### src/rtl/pipeline_ctrl.sv
// Pipeline stall/flush sequencer for the 5-stage core.
// Arbitrates freeze, redirect, flush continuation and RAW stall by fixed
// priority. Also keeps saturating performance counters and a sticky
// stall-timeout watchdog.
module pipeline_ctrl #(
    parameter int unsigned FLUSH_CYCLES = 2,
    parameter int unsigned MAX_STALL    = 8,
    parameter int unsigned CNT_W        = 16
) (
    input  logic             clk_i,
    input  logic             rst_i,
    input  logic             hazard_i,
    input  logic             redirect_i,
    input  logic             dmem_busy_i,
    output logic             pc_write_o,
    output logic             if_id_write_o,
    output logic             if_id_flush_o,
    output logic             id_ex_bubble_o,
    output logic             pipe_freeze_o,
    output logic [1:0]       state_o,
    output logic [CNT_W-1:0] stall_cnt_o,
    output logic [CNT_W-1:0] flush_cnt_o,
    output logic             stall_timeout_o
);

    typedef enum logic [1:0] {
        RUN    = 2'b00,
        STALL  = 2'b01,
        FLUSH  = 2'b10,
        FREEZE = 2'b11
    } state_t;

    typedef enum logic [2:0] {
        R_FREEZE,
        R_REDIRECT,
        R_FLUSH,
        R_HAZARD,
        R_RUN
    } rule_t;

    localparam logic [1:0]       FLUSH_INIT = 2'(FLUSH_CYCLES - 1);
    localparam logic [7:0]       STALL_MAX  = 8'(MAX_STALL);
    localparam logic [7:0]       STALL_LAST = 8'(MAX_STALL - 1);
    localparam logic [CNT_W-1:0] CNT_ONE    = CNT_W'(1);

    state_t           state;
    rule_t            rule;
    logic [1:0]       flush_left;
    logic [7:0]       run_len;
    logic [CNT_W-1:0] stall_cnt;
    logic [CNT_W-1:0] flush_cnt;
    logic             stall_timeout;

    // Pick the single rule that applies this cycle, highest priority first.
    always_comb begin
        rule = R_RUN;
        if (dmem_busy_i)
            rule = R_FREEZE;
        else if (redirect_i)
            rule = R_REDIRECT;
        else if (flush_left != 2'd0)
            rule = R_FLUSH;
        else if (hazard_i)
            rule = R_HAZARD;
    end

    // Same-cycle stage-register controls; reset forces a NOP into IF/ID and ID/EX.
    always_comb begin
        pc_write_o     = 1'b0;
        if_id_write_o  = 1'b0;
        if_id_flush_o  = 1'b0;
        id_ex_bubble_o = 1'b0;
        pipe_freeze_o  = 1'b0;
        if (rst_i) begin
            if_id_flush_o  = 1'b1;
            id_ex_bubble_o = 1'b1;
        end else begin
            case (rule)
                R_FREEZE: pipe_freeze_o = 1'b1;
                R_REDIRECT: begin
                    pc_write_o     = 1'b1;
                    if_id_write_o  = 1'b1;
                    if_id_flush_o  = 1'b1;
                    id_ex_bubble_o = 1'b1;
                end
                R_FLUSH: begin
                    pc_write_o    = 1'b1;
                    if_id_write_o = 1'b1;
                    if_id_flush_o = 1'b1;
                end
                R_HAZARD: id_ex_bubble_o = 1'b1;
                default: begin
                    pc_write_o    = 1'b1;
                    if_id_write_o = 1'b1;
                end
            endcase
        end
    end

    // Sequencer state, flush countdown, stall run length, counters and watchdog.
    always_ff @(posedge clk_i or posedge rst_i) begin
        if (rst_i) begin
            state         <= RUN;
            flush_left    <= 2'd0;
            run_len       <= 8'd0;
            stall_cnt     <= '0;
            flush_cnt     <= '0;
            stall_timeout <= 1'b0;
        end else begin
            case (rule)
                R_FREEZE: state <= FREEZE;
                R_REDIRECT: begin
                    flush_left <= FLUSH_INIT;
                    state      <= (FLUSH_INIT != 2'd0) ? FLUSH : RUN;
                    run_len    <= 8'd0;
                    if (flush_cnt != '1)
                        flush_cnt <= flush_cnt + CNT_ONE;
                end
                R_FLUSH: begin
                    flush_left <= flush_left - 2'd1;
                    state      <= (flush_left > 2'd1) ? FLUSH : RUN;
                    run_len    <= 8'd0;
                end
                R_HAZARD: begin
                    state <= STALL;
                    if (stall_cnt != '1)
                        stall_cnt <= stall_cnt + CNT_ONE;
                    if (run_len < STALL_MAX)
                        run_len <= run_len + 8'd1;
                    // Fires on the cycle whose increment makes the run reach the limit.
                    if (run_len >= STALL_LAST)
                        stall_timeout <= 1'b1;
                end
                default: begin
                    state   <= RUN;
                    run_len <= 8'd0;
                end
            endcase
        end
    end

    assign state_o         = state;
    assign stall_cnt_o     = stall_cnt;
    assign flush_cnt_o     = flush_cnt;
    assign stall_timeout_o = stall_timeout;

endmodule

### config.mk
export PLATFORM = sky130hd
export DESIGN_NAME = pipeline_ctrl
export DESIGN_NICKNAME = d
export VERILOG_FILES = /design/src/rtl/pipeline_ctrl.sv
export SDC_FILE = /design/constraint.sdc
export NUM_CORES = 1
export LEC_CHECK = 0
export ABC_AREA = 1
export CAP_MARGIN = 20
export CORE_ASPECT_RATIO = 0.9
export CORE_MARGIN = 2
export CORE_UTILIZATION = 55
export CTS_BUF_LIST = sky130_fd_sc_hd__clkbuf_4 sky130_fd_sc_hd__clkbuf_8
export DETAILED_ROUTE_END_ITERATION = 6
export GPL_TIMING_DRIVEN = 0
export PLACE_DENSITY = 0.84
export SYNTH_ARGS = -nofsm -noshare
export SYNTH_HDL_FRONTEND = slang
export SYNTH_SLANG_ARGS = --single-unit
### constraint.sdc
create_clock -name clk_i -period 1.85 [get_ports clk_i]
set_input_delay 0.37 -clock clk_i [delete_from_list [all_inputs] [get_ports clk_i]]
set_output_delay 0.37 -clock clk_i [all_outputs]
set_load 0.1 [all_outputs]
==> results list <==
* Result of the run: finished, final reports clean
- Required @ worst endpoint: 1.48 ns
- After detailed routing, the total wire length is 6650 um.
* Drt drc: 0
* Post-detailed-placement half-perimeter wirelength: 4400 um
- The min-delay analysis places its worst path in the category input port to asynchronous set/reset pin.
- Post-synth ARST share: 100%
- Averaged over all synthesized cells, the footprint is roughly 7.4 sq um.
- Via count of the routed design: between 2000 and 3000
- In this run the worst path has a maximum fanout of 3.
- Routed wire per std cell: ~14 um
- The worst register-to-register path has a setup slack of roughly 0.14 ns.
- Global routing consumed, over all layers together, between 20% and 30% of the routing resources.
* Final Hold Violating Endpoints: 0
- Overall power after layout: between 4 and 5 mW
- Number of enable flip-flop cells after synthesis: 0
- First-pass GRT wire length: 11400 um
- The worst setup path is captured at an output pin.
* Clock network latency to the later pin of the worst-skew pair: between 0.3 and 0.4 ns
- Once layout is complete, the utilization of the core stands at between 70 and 80%.
- In this run, synthesis produced a sequential element count of 45.
- Area share of the leading cell type in the synthesized netlist: between 40% and 50%
* Commonest cells in the synthesized netlist: 129 x sky130_fd_sc_hd__nand2_1, 45 x sky130_fd_sc_hd__dfrtp_1, 41 x sky130_fd_sc_hd__nor2_1
- The worst path uses about 100% of the clock period.
- The H-tree was split into 2 levels.
- Detail-routed via count per cell: 5.24
* Setup-violating endpoint count in the final report: 0
- STA puts the critical path data arrival time at 1.47 ns.
* Buffer type at the clock tree root: sky130_fd_sc_hd__clkbuf_8
- 0 antenna diodes ended up in the layout.
- Overall die area: around 5300 sq um
- Worst vdd rail ir drop: 1.35 mV
- The number of max-slew violations in the final report was 0.
- Setup repair after global routing could not meet its margin everywhere.
- Initial Utilization: a little under 60%
- Area of the core: between 4000 and 5000 sq um
* Floorplan die width: roughly 77 um
- CTS Sinks: 45
* Critical path, cell by cell: inv_2 > ha_4 > nor2_2 > nand2_1 > nand2_2 > inv_4 > nand2_8 > buf_12
* Yosys synthesis warning count: 0
* Slowest stage cell on the critical path: sky130_fd_sc_hd__dfrtp_1
- Share of the yosys chip area belonging to registers: a little over two fifths
* Worst flop-to-flop path endpoint: stall_cnt_o[12]
- Non-filler cells, final: 481
* Layout filler cell count: roughly 320
* Number of violations reported at the end of detailed-routing iteration 0: between 100 and 150
- The number of antenna violations at the first check in global routing is 0.
* Num CTS Buffers: 5
- After synthesis, the cell types taking the most area are sky130_fd_sc_hd__dfrtp_1 43%, sky130_fd_sc_hd__nand2_1 18%, sky130_fd_sc_hd__nor2_1 5.9%.
- Crit start category: flip-flop
- Clock-pin transition on the worst setup and hold timing paths: approximately 0.080 ns
- Top cell type by total area after synthesis: sky130_fd_sc_hd__dfrtp_1
* Worst reg2reg startpoint: stall_cnt_o[0]
* Highest clock frequency the design can meet: about 540 MHz
- Number of maximum-capacitance constraint violations: 0
- Number of cells produced by synthesis: 353
- Pin count of the biggest net entering global routing: 24
- The count of nets left with antenna violations once routing finished came out at 0.
- Slew at the pin with the worst max-slew slack: around 0.96 ns
- Sum of negative setup slack: 0 ns
* Final estimated routing congestion in global placement: roughly 0.86
* Power per cell area: between 1000 and 1500 nW/um^2
- From synthesis to final layout, the design area changed by 34.8%.
* Library cell with the highest instance count after synthesis: sky130_fd_sc_hd__nand2_1
* Path length in cells of the critical path: 8
- For this design the static power due to leakage is approximately 1.6 nW.
- Clock period minus final worst setup slack: between 1.5 and 2 ns
* Remaining global-route overflow: 0
- Top Family by Delay on Critical Path: flip-flops
- Synth cell types: 28
* Cell depth of the worst flop-to-flop path: 9
- The number of nets handed over by synthesis was between 300 and 400.
- Input and output buffers added on the ports amount to 44.
- Clock tree skew after final layout: ~0.0049 ns
- Hold buffer count at cts: 0
- Placed Cells: 459
- 45 I/O pins were placed.
- The pre-antenna-repair detailed-routing pass consisted of 5 iterations.
- The synthesized netlist occupies a cell area of between 2000 and 3000 sq um.
* Layout cell share with drive strength beyond 1: between 30% and 40%
* Most used flip-flop cell after synthesis: sky130_fd_sc_hd__dfrtp_1
- Kind of critical path: flip-flop to output pin
- TritonCTS clock tree: done
* Maximum cell stage delay along the critical path: roughly 0.38 ns
- Row generation in the floorplan step produced 23 rows.
* Post-layout nets: 428
- Final cell area excluding filler cells: 3530 sq um
* Number of buffers on the longest clock path: 2
- The number of global-route vias before repair was around 2500.
* Launch point of the critical path: flush_left[0]
- The critical path contains buffers and inverters numbering 3 combined.
- In this run the worst setup path terminates at if_id_flush_o.
* Die Height: just under 70 um
- Placed standard-cell area: 3240 sq um
- Measured against its own limit, the worst slew margin works out to between 30 and 40%.
-- kinds of logic (layout without fill, tap and decap cells) --
family / count (synthesis) / count (layout) / share of synthesized area (%)
AND/OR/NAND/NOR: 221 / 221 / 35.8
flip-flops: 45 / 45 / 43.0
buffers and inverters: 42 / 108 / 6.98
AO/OA/AOI/OAI: 23 / 23 / 6.12
XOR/XNOR: 17 / 17 / 5.69
adder cells (fa/ha/maj): 5 / 5 / 2.39
-- power breakdown --
group	total, mW	internal, mW	switching (mW)
Sequential	1.38	1.17	0.211
Clock	0.648	0.313	0.335
Combinational	2.10	0.536	1.56
Total	4.12	2.02	2.11
-- state kept, by name, summed over array words and instances, names as in the netlist --
signal	count
flush_cnt_o	16
stall_cnt_o	16
state_o	2
stall_timeout_o	1
flush_left	2
run_len	8
-- worst register-to-register path: stages (launching register included) --
cell                      delay [ns]
sky130_fd_sc_hd__dfrtp_2        0.46
sky130_fd_sc_hd__ha_1           0.26
sky130_fd_sc_hd__nand2_1        0.08
sky130_fd_sc_hd__nor2_1         0.05
sky130_fd_sc_hd__nand2_2        0.14
sky130_fd_sc_hd__nor2_1         0.08
sky130_fd_sc_hd__nor2_2         0.25
sky130_fd_sc_hd__buf_6          0.20
sky130_fd_sc_hd__nand3_2        0.07
sky130_fd_sc_hd__nand2_1        0.07
-- routing by layer --
layer	GRT usage (%)	part of all wire, %	up-vias
met1	35.7	45	1186
li1	-	-	1240
met3	4.82	5.1	14
met2	41.7	48	80
met4	11.3	2.3	0
met5	0	0	-
-- layout by cell type, fill, tap and decap left out, types with 3 or more instances in the layout --
master / n
sky130_fd_sc_hd__nand2_1: 126
sky130_fd_sc_hd__dfrtp_1: 19
sky130_fd_sc_hd__buf_4: 13
sky130_fd_sc_hd__clkdlybuf4s15_2: 34
sky130_fd_sc_hd__buf_6: 3
sky130_fd_sc_hd__nand4_1: 9
sky130_fd_sc_hd__clkbuf_8: 5
sky130_fd_sc_hd__nand2_2: 4
sky130_fd_sc_hd__dfrtp_2: 26
sky130_fd_sc_hd__nor2_2: 6
sky130_fd_sc_hd__ha_1: 4
sky130_fd_sc_hd__inv_2: 7
sky130_fd_sc_hd__xor2_1: 11
sky130_fd_sc_hd__o21ai_0: 10
sky130_fd_sc_hd__nor2_1: 37
sky130_fd_sc_hd__o21ai_2: 7
sky130_fd_sc_hd__nand3_1: 29
sky130_fd_sc_hd__buf_2: 3
sky130_fd_sc_hd__xnor2_1: 6
sky130_fd_sc_hd__buf_12: 3
sky130_fd_sc_hd__clkbuf_4: 3
sky130_fd_sc_hd__inv_1: 26
-- metrics by stage --
| step | setup slack [ns] | hold WS, ns |
|---|---|---|
| 6_report | 0.0119 | 0.206 |
| 4_1_cts | 0.0152 | 0.185 |
| 3_5_place_dp | -1.99 | 0.450 |
| 5_1_grt | -0.0602 | 0.213 |
| 3_3_place_gp | -1.96 | 0.441 |
| 2_1_floorplan | -0.203 | 0.426 |
-- worst min-delay path by stage --
stage                           end  slack [ns]  cells after the start
finish                   state_o[1]        0.21                      2
global route             state_o[1]        0.21                      2
CTS                      state_o[1]        0.18                      2
detailed placement  stall_timeout_o        0.45                      1
global placement    stall_timeout_o        0.44                      1
floorplan           flush_cnt_o[11]        0.43                      1
-- cell type report --
type                    count  area, sq um  share of cell area (%)
repair inverters            2         10.0                   0.284
well taps                  62         77.6                    2.20
multi-input cells         266         1390                    39.4
inverters                  35          138                    3.90
plain buffers               6         43.8                    1.24
repair buffers             57          619                    17.6
clock buffers               8         91.3                    2.59
flip-flops and latches     45         1160                    32.8
-- what timing repair did --
item	in CTS	in global routing
buffers inserted	8	4
resized for setup	153	7
gates cloned	2	0
endpoints found under the setup margin	40	4
pin swaps	5	5
(Power assumes the default switching activity.)
